===== config.mk =====
export PLATFORM = sky130hd
export DESIGN_NAME = ps2_rx
export DESIGN_NICKNAME = d
export VERILOG_FILES = /design/src/rtl/ps2_rx.sv
export SDC_FILE = /design/constraint.sdc
export NUM_CORES = 1
export LEC_CHECK = 0
export CORE_ASPECT_RATIO = 2
export CORE_MARGIN = 2
export CORE_UTILIZATION = 44
export DETAILED_ROUTE_END_ITERATION = 8
export PLACE_DENSITY_LB_ADDON = 0.3
export SLEW_MARGIN = 20
export SYNTH_ARGS = -nofsm -noshare
export SYNTH_HDL_FRONTEND = slang
export SYNTH_SLANG_ARGS = --single-unit

===== constraint.sdc =====
create_clock -name clk -period 2.3 [get_ports clk]
set_input_delay 0.69 -clock clk [delete_from_list [all_inputs] [get_ports clk]]
set_output_delay 0.69 -clock clk [all_outputs]
set_load 0.05 [all_outputs]

===== src/rtl/ps2_rx.sv =====
// PS/2 device-to-host receiver: synchronizes and de-glitches the PS/2 lines, deframes
// 11-bit frames and hands good bytes to a valid/ready consumer with error pulses.
module ps2_rx #(
  parameter int unsigned FILTER_LEN     = 8,
  parameter int unsigned TIMEOUT_CYCLES = 32000
) (
  input  logic       clk,
  input  logic       rst,
  input  logic       ps2_clk_i,
  input  logic       ps2_data_i,
  output logic [7:0] data_o,
  output logic       valid_o,
  input  logic       ready_i,
  output logic       parity_err_o,
  output logic       frame_err_o,
  output logic       overrun_o,
  output logic       busy_o
);

  localparam int unsigned ToW = $clog2(TIMEOUT_CYCLES + 1);
  localparam logic [7:0]     FiltMax = 8'(FILTER_LEN);
  localparam logic [ToW-1:0] ToLast  = ToW'(TIMEOUT_CYCLES - 1);

  typedef enum logic [1:0] {StIdle, StData, StParity, StStop} state_e;

  // Line index 0 is the PS/2 clock, index 1 is the PS/2 data.
  logic [1:0]      meta_q, sync_q, filt_q, filt_d;
  logic [1:0][7:0] fcnt_q, fcnt_d;
  logic            clk_prev_q;
  logic            fall, bit_in;

  state_e          state_q, state_d;
  logic [7:0]      sh_q, sh_d;
  logic [2:0]      cnt_q, cnt_d;
  logic            par_q, par_d;
  logic [ToW-1:0]  to_q, to_d;
  logic            deliver;

  logic [7:0]      data_q, data_d;
  logic            valid_q, valid_d;
  logic            perr_q, perr_d;
  logic            ferr_q, ferr_d;
  logic            ovr_q, ovr_d;

  // Level filter: a line must disagree with its filtered level for FILTER_LEN samples.
  always_comb begin
    filt_d = filt_q;
    fcnt_d = '0;
    for (int i = 0; i < 2; i++) begin
      if (sync_q[i] != filt_q[i]) begin
        if (fcnt_q[i] + 8'd1 == FiltMax) begin
          filt_d[i] = ~filt_q[i];
        end else begin
          fcnt_d[i] = fcnt_q[i] + 8'd1;
        end
      end
    end
  end

  assign fall   = clk_prev_q & ~filt_q[0];
  assign bit_in = filt_q[1];

  always_ff @(posedge clk or posedge rst) begin
    if (rst) begin
      meta_q     <= 2'b11;
      sync_q     <= 2'b11;
      filt_q     <= 2'b11;
      fcnt_q     <= '0;
      clk_prev_q <= 1'b1;
    end else begin
      meta_q     <= {ps2_data_i, ps2_clk_i};
      sync_q     <= meta_q;
      filt_q     <= filt_d;
      fcnt_q     <= fcnt_d;
      clk_prev_q <= filt_q[0];
    end
  end

  // Frame FSM; a falling edge always wins over a coincident timeout.
  always_comb begin
    state_d = state_q;
    sh_d    = sh_q;
    cnt_d   = cnt_q;
    par_d   = par_q;
    deliver = 1'b0;
    perr_d  = 1'b0;
    ferr_d  = 1'b0;

    if (state_q == StIdle || fall) begin
      to_d = '0;
    end else begin
      to_d = to_q + ToW'(1);
    end

    if (fall) begin
      unique case (state_q)
        StIdle: begin
          if (!bit_in) begin
            state_d = StData;
            cnt_d   = 3'd0;
            par_d   = 1'b0;
          end
        end
        StData: begin
          sh_d  = {bit_in, sh_q[7:1]};
          par_d = par_q ^ bit_in;
          cnt_d = cnt_q + 3'd1;
          if (cnt_q == 3'd7) begin
            state_d = StParity;
          end
        end
        StParity: begin
          par_d   = par_q ^ bit_in;
          state_d = StStop;
        end
        StStop: begin
          state_d = StIdle;
          if (!bit_in) begin
            ferr_d = 1'b1;
          end else if (!par_q) begin
            perr_d = 1'b1;
          end else begin
            deliver = 1'b1;
          end
        end
        default: state_d = StIdle;
      endcase
    end else if (state_q != StIdle && to_q == ToLast) begin
      state_d = StIdle;
      ferr_d  = 1'b1;
    end
  end

  // Output register: a byte arriving while the old one is still held is dropped.
  always_comb begin
    data_d  = data_q;
    valid_d = valid_q;
    ovr_d   = 1'b0;
    if (valid_q && ready_i) begin
      valid_d = 1'b0;
    end
    if (deliver) begin
      if (valid_q && !ready_i) begin
        ovr_d = 1'b1;
      end else begin
        data_d  = sh_q;
        valid_d = 1'b1;
      end
    end
  end

  always_ff @(posedge clk or posedge rst) begin
    if (rst) begin
      state_q <= StIdle;
      sh_q    <= '0;
      cnt_q   <= '0;
      par_q   <= 1'b0;
      to_q    <= '0;
      data_q  <= '0;
      valid_q <= 1'b0;
      perr_q  <= 1'b0;
      ferr_q  <= 1'b0;
      ovr_q   <= 1'b0;
    end else begin
      state_q <= state_d;
      sh_q    <= sh_d;
      cnt_q   <= cnt_d;
      par_q   <= par_d;
      to_q    <= to_d;
      data_q  <= data_d;
      valid_q <= valid_d;
      perr_q  <= perr_d;
      ferr_q  <= ferr_d;
      ovr_q   <= ovr_d;
    end
  end

  assign data_o       = data_q;
  assign valid_o      = valid_q;
  assign parity_err_o = perr_q;
  assign frame_err_o  = ferr_q;
  assign overrun_o    = ovr_q;
  assign busy_o       = (state_q != StIdle);

endmodule

==> summary.md <==
| Metric | Value |
|---|---|
| Die height | approximately 120 um |
| Area Overhead vs Synth | 21.8% |
| Share of cells above drive strength 1 | between 10% and 20% |
| Final wirelength | 4590 um |
| Chip Width | 60.6 um |
| Setup_tns | 0 ps |
| # nets final | 286 |
| Antenna-violating nets left | 0 |
| Unrepaired setup endpoints after global routing | false |
| Delay-heaviest family, CP | buffers and inverters |
| Min-delay src | meta_q[1] |
| Mapped Cells | roughly 240 |
| TritonCTS clock tree | done |
| Post-Syn Nets | around 260 |
| CTS root buffer | clkbuf_16 |
| Slowest-stage cell, CP | clkdlybuf4s50_1 |
| R2r startpoint | clk_prev_q |
| FMAX | about 460 MHz |
| Clock skew | ~4.7 ps |
| P_sw | around 0.5 mW |
| Combinational power share | under 10% |
| Clock Path Buffers | 2 |
| GRT Total Usage | 16.3% |
| Outcome | finished, final reports clean |
| Critical Path Start | data_o[5] |
| CP Capture Type | output pin |
| Worst skew pair latency | 320 ps |
| Ant. Diodes | 0 |
| Sequential power share | a little under half |
| DIE AREA | between 0.007 and 0.008 mm2 |
| Synth Flop Type | dfrtp_1 |
| Leakage | 1.55 nW |
| Normalized max-slew margin | about three fifths |
| Drt initial violations | 75 |
| CTS sink cnt | 64 |
| Library cells used by synthesis | 36 |
| Register area share after synthesis | 57.2% |
| Largest fanout on the critical path | 2 |
| CP Buf/Inv Count | 1 |
| Vias | around 1800 |
| Startpoint Class | flop |
| Worst EP required | roughly 1600 ps |
| #FFs+latches synth | 64 |
| Arrival @ worst endpoint | 1490 ps |
| Final Hold Vio Count | 0 |
| CP max stage delay | a little over 800 ps |
| Period minus WS final | roughly 2200 ps |
| Hold slack | between 300 and 400 ps |
| Netlist Area Pre-Place | 0.00282 mm2 |
| Site Rows | between 40 and 50 |
| Critical path class | reg -> out |
| Fillers | around 550 |
| Design Area, Final | 0.00343 mm2 |
| Routability congestion estimate | between 0.7 and 0.8 |
| First-pass GRT wire length | 8380 um |
| HPWL Detailed | between 3000 and 4000 um |
| Grt ovf | 0 |
| Number of global-route vias before repair | 1951 |
| Post-placement cell area | around 0.0031 mm2 |
| Core ar. | 0.00626 mm2 |
| Peak VDD IR | around 630 uV |
| # DRC | 0 |
| Clk slew on worst S/H paths | 50 ps |
| H-tree depth | 3 |
| Switch share | 19.5% |
| Critical Path, Cell by Cell | clkdlybuf4s50_1 |
| Vias/cell | about 5.0 |
| Int Pwr | a little over 2 mW |
| Avg Inst Size Synth | 11.7 um2 |
| WL per Instance | 12.8 um |
| Max_cap viols | 0 |
| CTS resizes | 0 |
| Worst Hold Class | reg -> reg |
| Pin count of the biggest net entering global routing | 65 |
| Top-Level Pins | 18 |
| Pwr dens | between 700 and 800 mW/mm2 |
| I/O Buffers | 17 |
| Post-synth EDFFs | 0 |
| Initial antenna violation count | 0 |
| Yosys Warn Count | 0 |
| Asr flop ratio synth | 100% |
| Clk pwr share | a little over half |
| TritonRoute pass-1 iters | 4 |
| Period utilization | between 90 and 100% |
| Final-report setup violation count | 0 |
| Pwr Total | between 2 and 3 mW |
| Worst-Margin Slew | between 600 and 700 ps |
| Initial Util | between 40% and 50% |
| TritonCTS buffer count | 9 |
| Final Max Tran Viols | 0 |
| Hold_buf cts | 0 |
| Setup bufs post-CTS | 0 |
-- logic make-up after synthesis --
| logic type | synth area share (%) |
|---|---|
| AOI/OAI and AO/OA | 4.53 |
| xor gates and xnor gates | 7.77 |
| adders and majority gates | 5.33 |
| buffers and inverters | 1.82 |
| DFF | 57.2 |
| muxes | 8.04 |
| and+or+nand+nor | 15.3 |
-- placed cells by master, fill, tap and decap left out, drive strengths merged, types with 3 or more instances in the layout --
cell           count
and3               3
inv                9
a21oi              3
dfrtp             57
xor2              14
clkdlybuf4s50     16
xnor2             11
o21ai              7
mux2              18
nand2             16
ha                12
clkbuf            13
nand3             13
buf                5
a32o               3
nor3               7
nor2              33
a21boi             3
dfstp              7
nand4              4
-- stage by stage --
stage	setup WS (ps)	utilization (%)	std cells
4_1_cts	95.6	54.8	360
2_1_floorplan	23.5	-	241
3_5_place_dp	233	50.0	344
6_report	120	54.8	360
5_1_grt	65.0	54.8	360
3_3_place_gp	259	50.0	344
-- state kept, by name, summed over array words and instances, names as in the netlist --
register      cells
fcnt_q           16
to_q             15
data_o            8
sh_q              8
cnt_q             3
filt_q            2
meta_q            2
state_q           2
sync_q            2
clk_prev_q        1
frame_err_o       1
overrun_o         1
par_q             1
parity_err_o      1
valid_o           1
-- Yosys cell counts (all sizes together) (2+ instances only) --
master  instances  area [um2]
a21boi          3        22.5
nor2b           2        12.5
dfstp           7         184
and3            3        23.8
nand3          13        65.1
xnor2          11        96.3
clkbuf          3        12.5
ha             12         150
nor3            7        46.3
nor2           33         124
a32o            3        30.0
o21ai           7        35.0
nand4           4        25.0
nor3b           2        15.0
inv             9        33.8
xor2           14         123
nand2b          2        12.5
dfrtp          57        1430
mux2i           2        20.0
a21oi           3        15.0
nand2          16        60.1
mux2           18         206
or3             2        12.5
-- power by group through the flow --
stage                     combinational (mW)  sequential, mW  clock (mW)
final                                 0.0612            1.16        1.34
after global routing                  0.0719            1.16        1.44
after CTS                             0.0644            1.16        1.38
after detailed placement              0.0644            1.18           0
after global placement                0.0635            1.18           0
after floorplan                       0.0414            1.17           0
-- routing by layer --
metal  up-vias  part of all wire (%)  global-route usage, %
li1        883                     -                      -
met1       880                    40                   17.1
met2        26                    53                   26.2
met3        13                   2.9                   6.59
met4         0                   3.6                   10.4
met5         -                     0                      0
-- layout make-up --
type / instances / area [um2] / share of cell area [%]
clock buffers: 13 / 260 / 7.59
clock inverters: 3 / 40.0 / 1.17
inverters: 9 / 33.8 / 0.985
multi-input cells: 164 / 1150 / 33.7
flip-flops and latches: 64 / 1610 / 47.0
well taps: 86 / 108 / 3.14
repair buffers: 21 / 223 / 6.49
-- final timing paths --
path / to / slack, ps / cells past startpoint
worst max-delay path: data_o[5] / 120 / 1
worst min-delay path: sync_q[1] / 350 / 0
worst max register to register: data_o[7] / 430 / 5
worst min register to register: sync_q[1] / 350 / 0
max in group asynchronous: clk_prev_q / 1250 / 3
min in group asynchronous: fcnt_q[1] / 740 / 3
-- worst register-to-register path, delay by kind of cell, from the launching register on --
kind	cells	cell delay (ps)
buffers and inverters	1	180
multiplexers	1	340
AND/OR/NAND/NOR	3	740
flip-flops	1	510
Power figures use the tool's default switching activity.
